==> config.mk <==
export PLATFORM = sky130hd
export DESIGN_NAME = fractal_sync_cnt_rf
export DESIGN_NICKNAME = d
export VERILOG_FILES = /design/src/rtl/fractal_sync_pkg.sv /design/src/rtl/fractal_sync_cnt_rf_entry.sv /design/src/rtl/fractal_sync_cnt_rf.sv
export SDC_FILE = /design/constraint.sdc
export NUM_CORES = 1
export LEC_CHECK = 0
export CAP_MARGIN = 10
export CORE_ASPECT_RATIO = 1.4
export CORE_MARGIN = 4
export CORE_UTILIZATION = 35
export CTS_BUF_LIST = sky130_fd_sc_hd__clkbuf_16
export DETAILED_ROUTE_END_ITERATION = 10
export SYNTH_ARGS = -nofsm -noshare
export SYNTH_HDL_FRONTEND = slang
export SYNTH_SLANG_ARGS = --single-unit
==> constraint.sdc <==
create_clock -name clk_i -period 7.6 [get_ports clk_i]
set_input_delay 1.9 -clock clk_i [delete_from_list [all_inputs] [get_ports clk_i]]
set_output_delay 1.9 -clock clk_i [all_outputs]
set_load 0.05 [all_outputs]
==> src/rtl/fractal_sync_pkg.sv <==
// Shared types for fractal_sync nodes: response encoding of the counting local
// synchronisation register file and a threshold range helper.
package fractal_sync_pkg;

   typedef enum logic [2:0] {
      RSP_NONE    = 3'd0,
      RSP_IGNORE  = 3'd1,
      RSP_BYPASS  = 3'd2,
      RSP_ID_ERR  = 3'd3,
      RSP_SIG_ERR = 3'd4
   } cnt_rf_rsp_e;

   typedef struct packed {
      cnt_rf_rsp_e rsp;
      logic        present;
   } cnt_rf_rsp_t;

   localparam cnt_rf_rsp_t CNT_RF_RSP_IDLE = '{rsp: RSP_NONE, present: 1'b0};

   function automatic logic thr_in_range(input int unsigned thr, input int unsigned max_arrivals);
      return (thr >= 32'd2) && (thr <= max_arrivals);
   endfunction

endpackage

==> src/rtl/fractal_sync_cnt_rf_entry.sv <==
// One counting barrier entry: classifies every port hitting it this cycle and
// updates its arrival count / threshold.
module fractal_sync_cnt_rf_entry
   import fractal_sync_pkg::*;
#(
   parameter int unsigned N_PORTS      = 2,
   parameter int unsigned MAX_ARRIVALS = 4,
   localparam int unsigned CNT_WIDTH   = $clog2(MAX_ARRIVALS + 1)
) (
   input  logic                              clk_i,
   input  logic                              rst_ni,
   input  logic                              flush_i,
   input  logic [N_PORTS-1:0]                hit_i,
   input  logic [N_PORTS-1:0][CNT_WIDTH-1:0] thr_i,
   output cnt_rf_rsp_t [N_PORTS-1:0]         rsp_o
);

   localparam int unsigned SUM_WIDTH = CNT_WIDTH + $clog2(N_PORTS + 1);

   logic [CNT_WIDTH-1:0] cnt_r, thr_r, cnt_d_s, thr_d_s;
   logic [CNT_WIDTH-1:0] cur_cnt_s, cur_thr_s, ref_thr_s;
   logic [N_PORTS-1:0]   legal_s, valid_s;
   logic [SUM_WIDTH-1:0] total_s, ref_ext_s;
   logic                 busy_s;

   // Flush makes this cycle's checks see an idle entry; the lowest legal port sets an idle reference.
   always_comb begin
      cur_cnt_s = flush_i ? '0 : cnt_r;
      cur_thr_s = flush_i ? '0 : thr_r;
      busy_s    = (cur_cnt_s != '0);
      ref_thr_s = cur_thr_s;
      legal_s   = '0;
      for (int p = int'(N_PORTS) - 1; p >= 0; p--) begin
         legal_s[p] = hit_i[p] && thr_in_range(32'(thr_i[p]), MAX_ARRIVALS);
         ref_thr_s  = (!busy_s && legal_s[p]) ? thr_i[p] : ref_thr_s;
      end
      valid_s = '0;
      total_s = SUM_WIDTH'(cur_cnt_s);
      for (int p = 0; p < int'(N_PORTS); p++) begin
         valid_s[p] = legal_s[p] && (thr_i[p] == ref_thr_s);
         total_s    = total_s + SUM_WIDTH'(valid_s[p]);
      end
      ref_ext_s = SUM_WIDTH'(ref_thr_s);
   end

   // Per-port classification; present tracks earlier arrivals, including lower same-cycle ports.
   always_comb begin
      logic seen;
      seen  = 1'b0;
      rsp_o = '0;
      for (int p = 0; p < int'(N_PORTS); p++) begin
         rsp_o[p] = CNT_RF_RSP_IDLE;
         if (!hit_i[p]) begin
            rsp_o[p].rsp = RSP_NONE;
         end else if (!valid_s[p]) begin
            rsp_o[p].rsp = RSP_SIG_ERR;
         end else if (total_s < ref_ext_s) begin
            rsp_o[p].rsp     = RSP_IGNORE;
            rsp_o[p].present = busy_s || seen;
         end else if (total_s == ref_ext_s) begin
            rsp_o[p].rsp     = RSP_BYPASS;
            rsp_o[p].present = busy_s || seen;
         end else begin
            rsp_o[p].rsp = RSP_SIG_ERR;
         end
         seen = seen || valid_s[p];
      end
   end

   // Next entry state: accumulate, complete, or hold on overflow.
   always_comb begin
      cnt_d_s = cur_cnt_s;
      thr_d_s = cur_thr_s;
      if (valid_s == '0) begin
         cnt_d_s = cur_cnt_s;
      end else if (total_s < ref_ext_s) begin
         cnt_d_s = CNT_WIDTH'(total_s);
         thr_d_s = ref_thr_s;
      end else if (total_s == ref_ext_s) begin
         cnt_d_s = '0;
         thr_d_s = '0;
      end else begin
         cnt_d_s = cur_cnt_s;
      end
   end

   // Entry state registers.
   always_ff @(posedge clk_i or negedge rst_ni) begin
      if (!rst_ni) begin
         cnt_r <= '0;
         thr_r <= '0;
      end else begin
         cnt_r <= cnt_d_s;
         thr_r <= thr_d_s;
      end
   end

endmodule

==> src/rtl/fractal_sync_cnt_rf.sv <==
// Counting local synchronisation register file: N ports, N_REGS barrier entries,
// one-cycle registered responses.
module fractal_sync_cnt_rf
   import fractal_sync_pkg::*;
#(
   parameter int unsigned N_PORTS      = 2,
   parameter int unsigned N_REGS       = 2,
   parameter int unsigned ID_WIDTH     = 1,
   parameter int unsigned MAX_ARRIVALS = 4,
   localparam int unsigned CNT_WIDTH   = $clog2(MAX_ARRIVALS + 1)
) (
   input  logic                              clk_i,
   input  logic                              rst_ni,
   input  logic                              flush_i,
   input  logic [N_PORTS-1:0]                check_i,
   input  logic [N_PORTS-1:0][ID_WIDTH-1:0]  id_i,
   input  logic [N_PORTS-1:0][CNT_WIDTH-1:0] thr_i,
   output logic [N_PORTS-1:0]                present_o,
   output logic [N_PORTS-1:0]                bypass_o,
   output logic [N_PORTS-1:0]                ignore_o,
   output logic [N_PORTS-1:0]                id_err_o,
   output logic [N_PORTS-1:0]                sig_err_o
);

   logic [N_REGS-1:0][N_PORTS-1:0] hit_s;
   logic [N_PORTS-1:0]             id_ok_s;
   cnt_rf_rsp_t [N_PORTS-1:0]      entry_rsp_s [N_REGS];
   cnt_rf_rsp_t [N_PORTS-1:0]      rsp_d_s, rsp_r;

   // Id decode into per-entry hit vectors.
   always_comb begin
      hit_s = '0;
      for (int p = 0; p < int'(N_PORTS); p++) begin
         id_ok_s[p] = (32'(id_i[p]) < N_REGS);
         for (int r = 0; r < int'(N_REGS); r++) begin
            hit_s[r][p] = check_i[p] && id_ok_s[p] && (32'(id_i[p]) == 32'(r));
         end
      end
   end

   for (genvar r = 0; r < int'(N_REGS); r++) begin : g_entry
      fractal_sync_cnt_rf_entry #(
         .N_PORTS      (N_PORTS),
         .MAX_ARRIVALS (MAX_ARRIVALS)
      ) u_entry (
         .clk_i   (clk_i),
         .rst_ni  (rst_ni),
         .flush_i (flush_i),
         .hit_i   (hit_s[r]),
         .thr_i   (thr_i),
         .rsp_o   (entry_rsp_s[r])
      );
   end

   // Select each port's response from the entry it addressed.
   always_comb begin
      rsp_d_s = '0;
      for (int p = 0; p < int'(N_PORTS); p++) begin
         rsp_d_s[p] = CNT_RF_RSP_IDLE;
         if (!check_i[p]) begin
            rsp_d_s[p] = CNT_RF_RSP_IDLE;
         end else if (!id_ok_s[p]) begin
            rsp_d_s[p] = '{rsp: RSP_ID_ERR, present: 1'b0};
         end else begin
            for (int r = 0; r < int'(N_REGS); r++) begin
               rsp_d_s[p] = hit_s[r][p] ? entry_rsp_s[r][p] : rsp_d_s[p];
            end
         end
      end
   end

   // Response registers.
   always_ff @(posedge clk_i or negedge rst_ni) begin
      if (!rst_ni) begin
         rsp_r <= '0;
      end else begin
         rsp_r <= rsp_d_s;
      end
   end

   // One-hot output decode.
   always_comb begin
      for (int p = 0; p < int'(N_PORTS); p++) begin
         present_o[p] = rsp_r[p].present;
         ignore_o[p]  = (rsp_r[p].rsp == RSP_IGNORE);
         bypass_o[p]  = (rsp_r[p].rsp == RSP_BYPASS);
         id_err_o[p]  = (rsp_r[p].rsp == RSP_ID_ERR);
         sig_err_o[p] = (rsp_r[p].rsp == RSP_SIG_ERR);
      end
   end

endmodule

==> out/metrics.yaml, run 1 <==
worst_setup_path:
  crit_path_max_fanout: 10
  critPathTopFamily: "compound AO/OA/AOI/OAI gates"
  worstRegToRegCells: 15
  critical_path_buf_inv_count: 1
  crit_chain: "clkdlybuf4s50_1 > nor3b_4 > o21a_1 > o21ai_1 > a31oi_2 > ha_1 > ha_1 > ha_1 > xnor2_1 > ha_1 > and3b_1 > a211oi_1 > a21boi_1 > and2_1 > a22o_1 > a32o_1"
  worst_flop_to_flop_path_startpoint: "g_entry[1].u_entry.cnt_r[0]$_DFF_PN0_"
  regToRegSetupSlack_ps: 3150
  crit_path_most_repeated_cell: "sky130_fd_sc_hd__ha_1"
  slowest_delay_ps: 660
  setup.worst_path.class: "in -> reg"
  cp_slowest_cell: "sky130_fd_sc_hd__clkdlybuf4s50_1"
  timing.rr.end: "g_entry[1].u_entry.cnt_r[1]$_DFF_PN0_"
  crit_path_start: "thr_i[0]"
  worst_ep_arrival_ps: 6440
  critPathRequiredTime_ps: 7790
  endpoint_kind: "flip-flop"
  startpoint_type: "input pin"
timing:
  fin_crit_sh_pct: 82.2
  report.final.slew_viol_count: 0
  max_slew.worst_pin.slew_ps: 967
  setup_violations: 0
  period_needed_ps: 6240
  max_freq_ghz: 0.160
  tns_ps: 0
  postLayoutSetupSlackWorst_ps: 1360
  grt_setup_unrepaired: "false"
  slew_headroom_pct: 35.4
  fin_skew_ps: 1.67
  hold_viol_final: 0
cts:
  cts-hold-fix-buffers: 0
  cts_root_buffer: "sky130_fd_sc_hd__clkbuf_16"
  tritoncts: "yes"
  cts_made_buffers: 3
  clk_transition_reported_paths_ps: 60
  total_setup_buffers_inserted_after_cts: 0
  post_cts_resize_count: 0
  h_tree_levels: 1
  clk-insertion-delay-late_ps: 250
  tritoncts_num_sinks: 20
  clock_path_buffers: 2
power:
  switching_share_pct: 27.8
  p_sw_uw: 94.4
  power.combinational.fraction_pct: 24.2
  power_leakage_uw: 0.000944
  power.density_cell_area_mw_per_mm2: 141
  seq_power_share_pct: 32.7
  clock_power_share_pct: 43.1
  worst_ir_drop_vdd_uv: 97.6
  p_int_uw: 245
synth:
  netlist_top_cells_count: "sky130_fd_sc_hd__dfrtp_1, sky130_fd_sc_hd__nand2_1, sky130_fd_sc_hd__nor2_1"
  synth.top_cell.area_share_pct: 24.4
  seq_area_frac_synth_pct: 24.4
  ys_top_cells_by_area: "sky130_fd_sc_hd__dfrtp_1, sky130_fd_sc_hd__ha_1, sky130_fd_sc_hd__nor2b_1"
  count_of_distinct_cell_types_in_the_synthesized_netlist: 65
  synth_top_area_cell: "sky130_fd_sc_hd__dfrtp_1"
  synthFlopType: "sky130_fd_sc_hd__dfrtp_1"
  netlist_area_mm2: 0.00205
  syn-num-nets: 263
  synth_async_sr_flop_share_pct: 100
  postSynthRegisterBits: 20
  syn-mean-instance-area_um2: 8.68
  count_of_flip_flops_with_a_built_in_enable_after_synthesis: 0
  synth_cells: 236
  yosysWarnings: 0
floorplanning:
  row_count: 32
  io-pin-count: 23
  die_w_um: 72.7
  initial_utilization_pct: 36.6
  chipHeight_um: 98.5
  die_area_mm2: 0.00716
  coreArea_mm2: 0.00561
finish:
  fillerInstances: 572
  post_route_cells_drive_above_1_share_pct: 10.5
  area_growth_syn_to_layout_pct: 17.8
  non_filler_cell_area_final_mm2: 0.00241
  layout.nets: 284
  finish.utilization_pct: 43.1
  antenna_cells: 0
grt:
  first_global_vias: 1904
  antenna_found_initial: 0
  grt_start_max_net_pins: 21
  grt_overflow_total: 0
  grt_util_all_layers_pct: 16.5
  first_pass_grt_wire_length_um: 9380
drt:
  antenna_left: 0
  via_count: 1908
  drt-initial-drc-count: 219
  detailedRoute.firstPassIterationCount: 4
  wl_per_cell_um: 17.3
  via_count_normalized_by_instance_count: 5.89
  drc_errors_left: 0
  postRouteWirelength_um: 5610
placed_design:
  gp_congestion: 0.891
  placement.cell_area_mm2: 0.00231
  quantity_of_i_o_buffers_inserted_on_ports: 22
  hpwlAfterDp_um: 4460
  dpl_worst_slack_ps: 1100
min_path:
  hold_class: "reg -> reg"
  hold_path.startpoint: "g_entry[0].u_entry.thr_r[2]$_DFF_PN0_"
  worst_hold_path.num_cells: 2
  min_to: "g_entry[0].u_entry.thr_r[2]$_DFF_PN0_"
run_status:
  outcome: "finished, final reports clean"
run:
  drv_cap: 0
[power by group through the flow]
stage                     logic (uW)  registers [uW]  clock network [uW]
after CTS                       82.4             111                 150
after global routing            90.6             111                 155
final                           82.3             111                 146
after global placement          82.2             113                   0
after detailed placement        82.1             113                   0
after floorplan                 56.3             112                   0
[kinds of logic (layout without fill, tap and decap cells)]
| kind of cell | after synthesis | count (layout) | share of synthesized area (%) |
|---|---|---|---|
| muxes | 1 | 1 | 0.488 |
| DFF | 20 | 20 | 24.4 |
| xor gates and xnor gates | 10 | 10 | 4.64 |
| buffers and inverters | 19 | 39 | 4.94 |
| AOI/OAI and AO/OA | 81 | 81 | 30.9 |
| and+or+nand+nor | 91 | 91 | 26.1 |
| adders and majority gates | 14 | 14 | 8.55 |
[routing by layer]
layer | up-vias | track usage, % | wire length [um]
li1 | 927 | - | -
met1 | 892 | 19.4 | 2280
met2 | 73 | 28.9 | 2840
met3 | 16 | 2.04 | 274
met4 | 0 | 7.95 | 208
met5 | - | 0 | 0
[tightest hold or removal path: stages (launching register included)]
cell and delay (ps):
sky130_fd_sc_hd__dfrtp_1 370, sky130_fd_sc_hd__inv_1 50, sky130_fd_sc_hd__o32ai_1 80
[sequential cells by signal (all words and copies together) (netlist names)]
register	flops
g_entry.u_entry.cnt_r	6
g_entry.u_entry.thr_r	6
present_o	2
rsp_r	6
[how the worst max path moves through the flow]
stage	endpoint	depth (start not counted)
global route	g_entry[1].u_entry.thr_r[0]$_DFF_PN0_	16
global placement	rsp_r[5]$_DFF_PN0_	16
detailed placement	g_entry[1].u_entry.thr_r[0]$_DFF_PN0_	16
floorplan	g_entry[1].u_entry.thr_r[0]$_DFF_PN0_	16
CTS	g_entry[1].u_entry.thr_r[0]$_DFF_PN0_	16
finish	g_entry[1].u_entry.cnt_r[1]$_DFF_PN0_	16
[layout make-up]
cell class | count | area (um2) | share of cell area [%]
clock inverters | 1 | 30.0 | 1.24
flip-flops and latches | 20 | 500 | 20.7
inverters | 11 | 41.3 | 1.71
well taps | 68 | 85.1 | 3.52
repair buffers | 24 | 235 | 9.74
multi-input cells | 197 | 1450 | 59.9
clock buffers | 3 | 75.1 | 3.11
[stage by stage]
stage	hold slack, ps	power, uW	std cells
6_report	545	339	324
5_1_grt	579	357	324
3_3_place_gp	528	195	320
3_5_place_dp	537	195	320
4_1_cts	546	343	324
2_1_floorplan	511	169	236
[cells in the final DEF, fill, tap and decap left out, types with 6 or more instances in the layout]
cell type / instances
sky130_fd_sc_hd__o22ai_1: 7
sky130_fd_sc_hd__o21ai_1: 6
sky130_fd_sc_hd__nand3_1: 7
sky130_fd_sc_hd__nand2_1: 20
sky130_fd_sc_hd__o211ai_1: 6
sky130_fd_sc_hd__nor2b_1: 13
sky130_fd_sc_hd__ha_1: 14
sky130_fd_sc_hd__o21ai_0: 8
sky130_fd_sc_hd__dfrtp_1: 20
sky130_fd_sc_hd__nor3b_1: 7
sky130_fd_sc_hd__nor2_1: 15
sky130_fd_sc_hd__a21oi_1: 14
sky130_fd_sc_hd__inv_1: 11
sky130_fd_sc_hd__xnor2_1: 7
sky130_fd_sc_hd__clkdlybuf4s50_1: 22
No activity file was read; power rests on OpenSTA's default activity.
==> run 2: changes to the inputs <==
clock period = 6.2 ns   (was 7.6 ns; I/O delays follow)
==> out/metrics.yaml, run 2 (synthesis results as in run 1) <==
cts:
  cts_root_buffer: "sky130_fd_sc_hd__clkbuf_16"
  total_setup_buffers_inserted_after_cts: 0  # unchanged
  tritoncts_num_sinks: 20  # unchanged
  post_cts_resize_count: 0  # unchanged
  cts_made_buffers: 3  # unchanged
  clk_transition_reported_paths_ps: 60  # about the same
  cts-hold-fix-buffers: 0  # unchanged
  h_tree_levels: 1  # unchanged
  clock_path_buffers: 2  # unchanged
  tritoncts: "yes"
  clk-insertion-delay-late_ps: 250  # about the same
worst_setup_path:
  critPathRequiredTime_ps: 6370  # -1420 ps
  worst_flop_to_flop_path_startpoint: "g_entry[1].u_entry.cnt_r[0]$_DFF_PN0_"
  setup.worst_path.class: "in -> reg"
  endpoint_kind: "flip-flop"
  regToRegSetupSlack_ps: 1740  # -1410 ps
  worst_ep_arrival_ps: 5970  # -470 ps
  crit_path_max_fanout: 8  # -2
  worstRegToRegCells: 16  # +1
  timing.rr.end: "g_entry[1].u_entry.cnt_r[0]$_DFF_PN0_"
  startpoint_type: "input pin"
run_status:
  outcome: "finished, final reports clean"
finish:
  layout.nets: 295  # +3.9%
  reg.largest.list: "g_entry.u_entry.cnt_r (6), g_entry.u_entry.thr_r (6), rsp_r (6)"
  multi_input_comb_area_mm2: 0.00145  # unchanged
  layout.area.seq_um2: 500  # unchanged
  final_cell_mix: "sky130_fd_sc_hd__clkdlybuf4s50_1, sky130_fd_sc_hd__nand2_1, sky130_fd_sc_hd__dfrtp_1"
  fillerInstances: 572  # unchanged
  final_common_cell: "sky130_fd_sc_hd__clkdlybuf4s50_1"
  antenna_cells: 0  # unchanged
  area_growth_syn_to_layout_pct: 21.9
  post_route_cells_drive_above_1_share_pct: 14.2  # +3.7 points
placed_design:
  hpwlAfterDp_um: 4670  # +4.6%
  dpl_worst_slack_ps: 214  # -888 ps
  gp_congestion: 0.896  # +0.52%
  quantity_of_i_o_buffers_inserted_on_ports: 22  # unchanged
power:
  power_leakage_uw: 0.00100  # +5.9%
  worst_ir_drop_vdd_uv: 120  # +23%
  p_sw_uw: 115  # +22%
  power.combinational.fraction_pct: 25.4  # +1.2 points
  p_int_uw: 304  # +24%
  seq_power_share_pct: 32.4  # -0.3 points
  clock_power_share_pct: 42.1  # -1.0 points
  power.total_uw: 419  # +24%
  switching_share_pct: 27.5  # -0.33 points
  power.density_cell_area_mw_per_mm2: 168  # +19%
timing:
  tns_ps: 0  # unchanged
  fin_skew_ps: 2.29  # +0.623 ps
  setup_violations: 0  # unchanged
  max_slew.worst_pin.slew_ps: 943  # -23.9 ps
  grt_setup_unrepaired: "false"
  hold_viol_final: 0  # unchanged
  postLayoutSetupSlackWorst_ps: 400  # -956 ps
  period_needed_ps: 5800
  hold_slack_ps: 537  # -8.57 ps
  fin_crit_sh_pct: 93.5
  max_freq_ghz: 0.172
  slew_headroom_pct: 37.0  # +1.6 points
  report.final.slew_viol_count: 0  # unchanged
min_path:
  hold_class: "reg -> reg"
  worst_hold_path.num_cells: 2  # unchanged
  min_to: "g_entry[0].u_entry.thr_r[2]$_DFF_PN0_"
  hold_path.startpoint: "g_entry[0].u_entry.thr_r[2]$_DFF_PN0_"
drt:
  detailedRoute.firstPassIterationCount: 6  # +2
  via_count_normalized_by_instance_count: 5.87  # -0.29%
  antenna_left: 0  # unchanged
  via_count: 1967  # +3.1%
  postRouteWirelength_um: 5670  # +1.2%
  drc_errors_left: 0  # unchanged
  wl_per_cell_um: 16.9  # -2.1%
  drt-initial-drc-count: 151  # -31%
grt:
  grt_overflow_total: 0  # unchanged
  first_pass_grt_wire_length_um: 9230  # -1.7%
  grt_util_all_layers_pct: 16.3  # -0.23 points
  grt_start_max_net_pins: 21  # unchanged
  antenna_found_initial: 0  # unchanged
  first_global_vias: 1929  # +1.3%
floorplanning:
  die_area_mm2: 0.00716  # unchanged
  io-pin-count: 23  # unchanged
  die_w_um: 72.7  # unchanged
  row_count: 32  # unchanged
  coreArea_mm2: 0.00561  # unchanged
  chipHeight_um: 98.5  # unchanged
  initial_utilization_pct: 36.6  # unchanged
run:
  drv_cap: 0  # unchanged
==> run 2: power groups by stage <==
stage / Combinational (uW) / Clock (uW) / Sequential, uW
finish: 107 / 177 / 136
global route: 116 / 186 / 137
CTS: 106 / 181 / 136
detailed placement: 105 / 0 / 138
global placement: 105 / 0 / 138
floorplan: 69.0 / 0 / 138
==> run 2: worst max-delay path: stages <==
cell and delay (ps):
sky130_fd_sc_hd__clkdlybuf4s50_1 680, sky130_fd_sc_hd__nor2b_1 310, sky130_fd_sc_hd__o211a_1 270, sky130_fd_sc_hd__a32oi_2 150, sky130_fd_sc_hd__o22ai_4 250, sky130_fd_sc_hd__xnor2_2 140, sky130_fd_sc_hd__and2_1 180, sky130_fd_sc_hd__ha_1 210
sky130_fd_sc_hd__ha_1 200, sky130_fd_sc_hd__xnor2_1 220, sky130_fd_sc_hd__ha_1 290, sky130_fd_sc_hd__and3b_1 170, sky130_fd_sc_hd__a211oi_1 360, sky130_fd_sc_hd__a21boi_1 400, sky130_fd_sc_hd__and2_1 210, sky130_fd_sc_hd__a22o_1 200
sky130_fd_sc_hd__o2bb2ai_1 140
==> run 2: per-stage QoR <==
step | instances | cell area (um2) | util [%]
final | 335 | 2500 | 44.6
after global routing | 335 | 2500 | 44.6
after CTS | 335 | 2500 | 44.6
after detailed placement | 331 | 2390 | 42.7
after global placement | 331 | 2390 | 42.7
after floorplan | 236 | 2050 | -
==> run 2: worst max-delay path by stage <==
stage,startpoint,cells after the start,slack (ps),endpoint
detailed placement,thr_i[4],17,210,g_entry[1].u_entry.cnt_r[0]$_DFF_PN0_
global placement,thr_i[2],17,340,g_entry[0].u_entry.thr_r[1]$_DFF_PN0_
global route,thr_i[4],17,50,g_entry[1].u_entry.cnt_r[0]$_DFF_PN0_
finish,thr_i[4],17,400,g_entry[1].u_entry.cnt_r[0]$_DFF_PN0_
floorplan,thr_i[0],16,1140,g_entry[1].u_entry.thr_r[0]$_DFF_PN0_
CTS,thr_i[4],17,460,g_entry[1].u_entry.cnt_r[0]$_DFF_PN0_
==> run 2: final cells by class <==
| type | count | area share [%] |
|---|---|---|
| well taps | 68 | 3.41 |
| multi-input cells | 197 | 58.0 |
| flip-flops and latches | 20 | 20.0 |
| inverters | 11 | 1.65 |
| clock buffers | 3 | 3.01 |
| repair buffers | 35 | 12.7 |
| clock inverters | 1 | 1.20 |
==> run 2: layer usage <==
layer / GRT usage [%] / up-vias / wire [um]
li1: - / 947 / -
met1: 19.1 / 926 / 2150
met4: 4.55 / 0 / 125
met3: 2.24 / 14 / 367
met5: 0 / - / 0
met2: 30.0 / 80 / 3030
==> run 3: changes to the inputs <==
CORE_MARGIN = 2   (was 4)
SYNTH_HIERARCHICAL = 1   (was unset)
==> out/metrics.yaml, run 3 <==
timing:
  fin_skew_ps: 6.48  # +4.18 ps
  period_needed_ps: 5610  # -190 ps
  max_freq_ghz: 0.178  # +3.4%
  fin_crit_sh_pct: 90.5  # -3.1 points
  report.final.slew_viol_count: 0  # unchanged
  hold_viol_final: 0  # unchanged
  max_slew.worst_pin.slew_ps: 1010  # +63.6 ps
  grt_setup_unrepaired: "false"
  tns_ps: 0  # unchanged
  slew_headroom_pct: 32.7  # -4.3 points
  setup_violations: 0  # unchanged
  hold_slack_ps: 571  # +34.0 ps
grt:
  grt_overflow_total: 0  # unchanged
  first_pass_grt_wire_length_um: 9530  # +3.3%
  first_global_vias: 2003  # +3.8%
  grt_start_max_net_pins: 21  # unchanged
  antenna_found_initial: 0  # unchanged
  grt_util_all_layers_pct: 16.4  # +0.18 points
synth:
  count_of_distinct_cell_types_in_the_synthesized_netlist: 51  # -22%
  count_of_flip_flops_with_a_built_in_enable_after_synthesis: 0  # unchanged
  synth.mux.area_fraction_pct: 3.53  # +3.0 points
  ys_top_cells_by_area: "sky130_fd_sc_hd__dfrtp_1, sky130_fd_sc_hd__ha_1, sky130_fd_sc_hd__o2bb2ai_1"
  synth_async_sr_flop_share_pct: 100  # unchanged
  syn-num-nets: 279  # +6.1%
  netlist_top_cells_count: "sky130_fd_sc_hd__dfrtp_1, sky130_fd_sc_hd__inv_1, sky130_fd_sc_hd__ha_1, sky130_fd_sc_hd__nand2_1, sky130_fd_sc_hd__nor2b_1"
  seq_area_frac_synth_pct: 22.1  # -2.4 points
  synth_compound_area_share_pct: 21.9  # -9.0 points
  yosysWarnings: 6  # +6
  post-synth-top-count-cell: "sky130_fd_sc_hd__dfrtp_1"
  synth_cells: 252  # +6.8%
  post_synth_adder_cell_area_pct: 7.72  # -0.83 points
  postSynthRegisterBits: 20  # unchanged
  post_synth_and_or_nand_nor_area_fraction_pct: 34.0  # +7.9 points
  synthFlopType: "sky130_fd_sc_hd__dfrtp_1"
  syn-mean-instance-area_um2: 9.01  # +3.7%
  netlist_area_mm2: 0.00227  # +11%
  post_synth_xor_area_fraction_pct: 6.06  # +1.4 points
  synth.top_cell.area_share_pct: 22.1  # -2.4 points
  synth_top_area_cell: "sky130_fd_sc_hd__dfrtp_1"
  synth_top_family_by_area: "simple AND/OR/NAND/NOR gates"
drt:
  wl_per_cell_um: 16.4  # -3.3%
  drt-initial-drc-count: 95  # -37%
  antenna_left: 0  # unchanged
  detailedRoute.firstPassIterationCount: 4  # -2
  postRouteWirelength_um: 5630  # -0.74%
  via_count_normalized_by_instance_count: 5.70  # -2.9%
  via_count: 1961  # -0.31%
  drc_errors_left: 0  # unchanged
cts:
  cts_root_buffer: "sky130_fd_sc_hd__clkbuf_16"
  cts-hold-fix-buffers: 0  # unchanged
  total_setup_buffers_inserted_after_cts: 0  # unchanged
  clk_transition_reported_paths_ps: 50  # about the same
  tritoncts: "yes"
  post_cts_resize_count: 0  # unchanged
  cts_made_buffers: 3  # unchanged
  tritoncts_num_sinks: 20  # unchanged
  h_tree_levels: 1  # unchanged
  clk-insertion-delay-late_ps: 250  # about the same
  clock_path_buffers: 2  # unchanged
min_path:
  min_to: "g_entry[1].u_entry/cnt_r[0]$_DFF_PN0_"
  hold_class: "reg -> reg"
  worst_hold_path.num_cells: 2  # unchanged
  hold_path.startpoint: "g_entry[1].u_entry/cnt_r[0]$_DFF_PN0_"
worst_setup_path:
  timing.rr.end: "present_o[0]$_DFF_PN0_"
  worst_flop_to_flop_path_startpoint: "g_entry[0].u_entry/thr_r[2]$_DFF_PN0_"
  startpoint_type: "input pin"
  regToRegSetupSlack_ps: 2180  # +440 ps
  crit_path_max_fanout: 11  # +3
  worstRegToRegCells: 17  # +1
  critPathRequiredTime_ps: 6330  # -40 ps
  setup.worst_path.class: "in -> reg"
  worst_ep_arrival_ps: 5740  # -230 ps
  endpoint_kind: "flip-flop"
finish:
  reg.largest.list: "g_entry.u_entry/cnt_r (6), g_entry.u_entry/thr_r (6), rsp_r (6)"
  area_growth_syn_to_layout_pct: 15.2
  layout.nets: 301  # +2.0%
  non_filler_cell_area_final_mm2: 0.00262  # +4.7%
  final_cell_mix: "sky130_fd_sc_hd__clkdlybuf4s50_1, sky130_fd_sc_hd__dfrtp_1, sky130_fd_sc_hd__inv_1"
  antenna_cells: 0  # unchanged
  final_common_cell: "sky130_fd_sc_hd__clkdlybuf4s50_1"
  post_route_cells_drive_above_1_share_pct: 13.2  # -1.0 points
placed_design:
  hpwlAfterDp_um: 4460  # -4.4%
  placement.cell_area_mm2: 0.00254  # +6.2%
  quantity_of_i_o_buffers_inserted_on_ports: 22  # unchanged
  gp_congestion: 0.856  # -4.4%
floorplanning:
  die_area_mm2: 0.00715  # about the same
  row_count: 34  # +6.3%
  chipHeight_um: 99.3  # +0.75%
  io-pin-count: 23  # unchanged
  coreArea_mm2: 0.00625  # +12%
  initial_utilization_pct: 36.3  # -0.27 points
  die_w_um: 72.1  # -0.84%
power:
  p_sw_uw: 109  # -5.2%
  power_leakage_uw: 0.00120  # +20%
  p_int_uw: 259  # -15%
  clock_power_share_pct: 36.7  # -5.4 points
  power.combinational.fraction_pct: 26.8  # +1.4 points
  power.density_cell_area_mw_per_mm2: 141  # -16%
  worst_ir_drop_vdd_uv: 91.8  # -23%
  seq_power_share_pct: 36.5  # +4.1 points
  switching_share_pct: 29.6  # +2.2 points
run:
  drv_cap: 0  # unchanged
run_status:
  outcome: "finished, final reports clean"
==> run 3: cell types whose count changed in the layout (fill, tap and decap cells not counted), moves of 4 or more <==
cell	previous run	this run
sky130_fd_sc_hd__buf_4	13	1
sky130_fd_sc_hd__o2bb2ai_1	2	12
sky130_fd_sc_hd__mux2i_1	1	8
sky130_fd_sc_hd__a211oi_1	2	8
sky130_fd_sc_hd__a21oi_1	14	8
sky130_fd_sc_hd__nand2_1	20	14
sky130_fd_sc_hd__o211ai_1	6	0
sky130_fd_sc_hd__o21ai_1	6	0
sky130_fd_sc_hd__inv_1	11	16
sky130_fd_sc_hd__nand2b_1	2	6
==> run 3: critical path, cell delays in order <==
cell	delay (ps)
sky130_fd_sc_hd__clkdlybuf4s50_1	710
sky130_fd_sc_hd__nor2b_1	140
sky130_fd_sc_hd__xnor2_1	150
sky130_fd_sc_hd__a211oi_1	230
sky130_fd_sc_hd__nand2b_1	350
sky130_fd_sc_hd__inv_1	90
sky130_fd_sc_hd__ha_1	210
sky130_fd_sc_hd__ha_1	290
sky130_fd_sc_hd__ha_1	230
sky130_fd_sc_hd__xnor2_1	160
sky130_fd_sc_hd__ha_1	330
sky130_fd_sc_hd__nand2_1	50
sky130_fd_sc_hd__o21ai_0	500
sky130_fd_sc_hd__a22o_2	300
sky130_fd_sc_hd__nor2_1	60
sky130_fd_sc_hd__and3_1	190
sky130_fd_sc_hd__mux2i_1	130
sky130_fd_sc_hd__nor2b_1	70
==> run 3: cell type report <==
class	instances	area [um2]
clock buffers	3	75.1
repair buffers	23	228
fillers	636	3640
multi-input cells	210	1660
well taps	72	90.1
flip-flops and latches	20	500
inverters	16	60.1
==> run 3: layer usage <==
| metal | wire length, um | global-route usage, % | share of wire, % | up-vias |
|---|---|---|---|---|
| li1 | - | - | - | 972 |
| met1 | 2340 | 20.0 | 42 | 962 |
| met2 | 3130 | 30.9 | 56 | 21 |
| met3 | 114 | 1.62 | 2.0 | 6 |
| met4 | 44 | 3.05 | 0.78 | 0 |
| met5 | 0 | 0 | 0 | - |
==> run 3: how the worst max path moves through the flow <==
stage	from	endpoint
final	flush_i	present_o[0]$_DFF_PN0_
after global routing	flush_i	present_o[0]$_DFF_PN0_
after CTS	flush_i	present_o[0]$_DFF_PN0_
after detailed placement	flush_i	present_o[0]$_DFF_PN0_
after global placement	flush_i	present_o[0]$_DFF_PN0_
after floorplan	flush_i	present_o[0]$_DFF_PN0_
==> run 3: power groups by stage <==
stage / Clock, uW / Combinational [uW] / Sequential, uW
floorplan: 0 / 66.7 / 136
global placement: 0 / 98.4 / 137
detailed placement: 0 / 99.0 / 137
CTS: 139 / 99.4 / 134
global route: 144 / 108 / 135
finish: 135 / 98.7 / 135
==> run 3: cell families (layout without fill, tap and decap cells) <==
group | Yosys count | after routing
compound gates | 64 | 64
buf+inv | 22 | 42
simple gates | 110 | 110
flops | 20 | 20
xor+xnor | 14 | 14
fa+ha+maj | 14 | 14
mux | 8 | 8
==> run 3: metrics by stage <==
stage / util, % / power [uW] / std cells / worst slack, ps
floorplan: - / 203 / 252 / 1330
global route: 41.8 / 387 / 344 / 205
global placement: 40.6 / 235 / 341 / 408
finish: 41.8 / 368 / 344 / 590
detailed placement: 40.6 / 236 / 341 / 329
CTS: 41.8 / 373 / 344 / 575
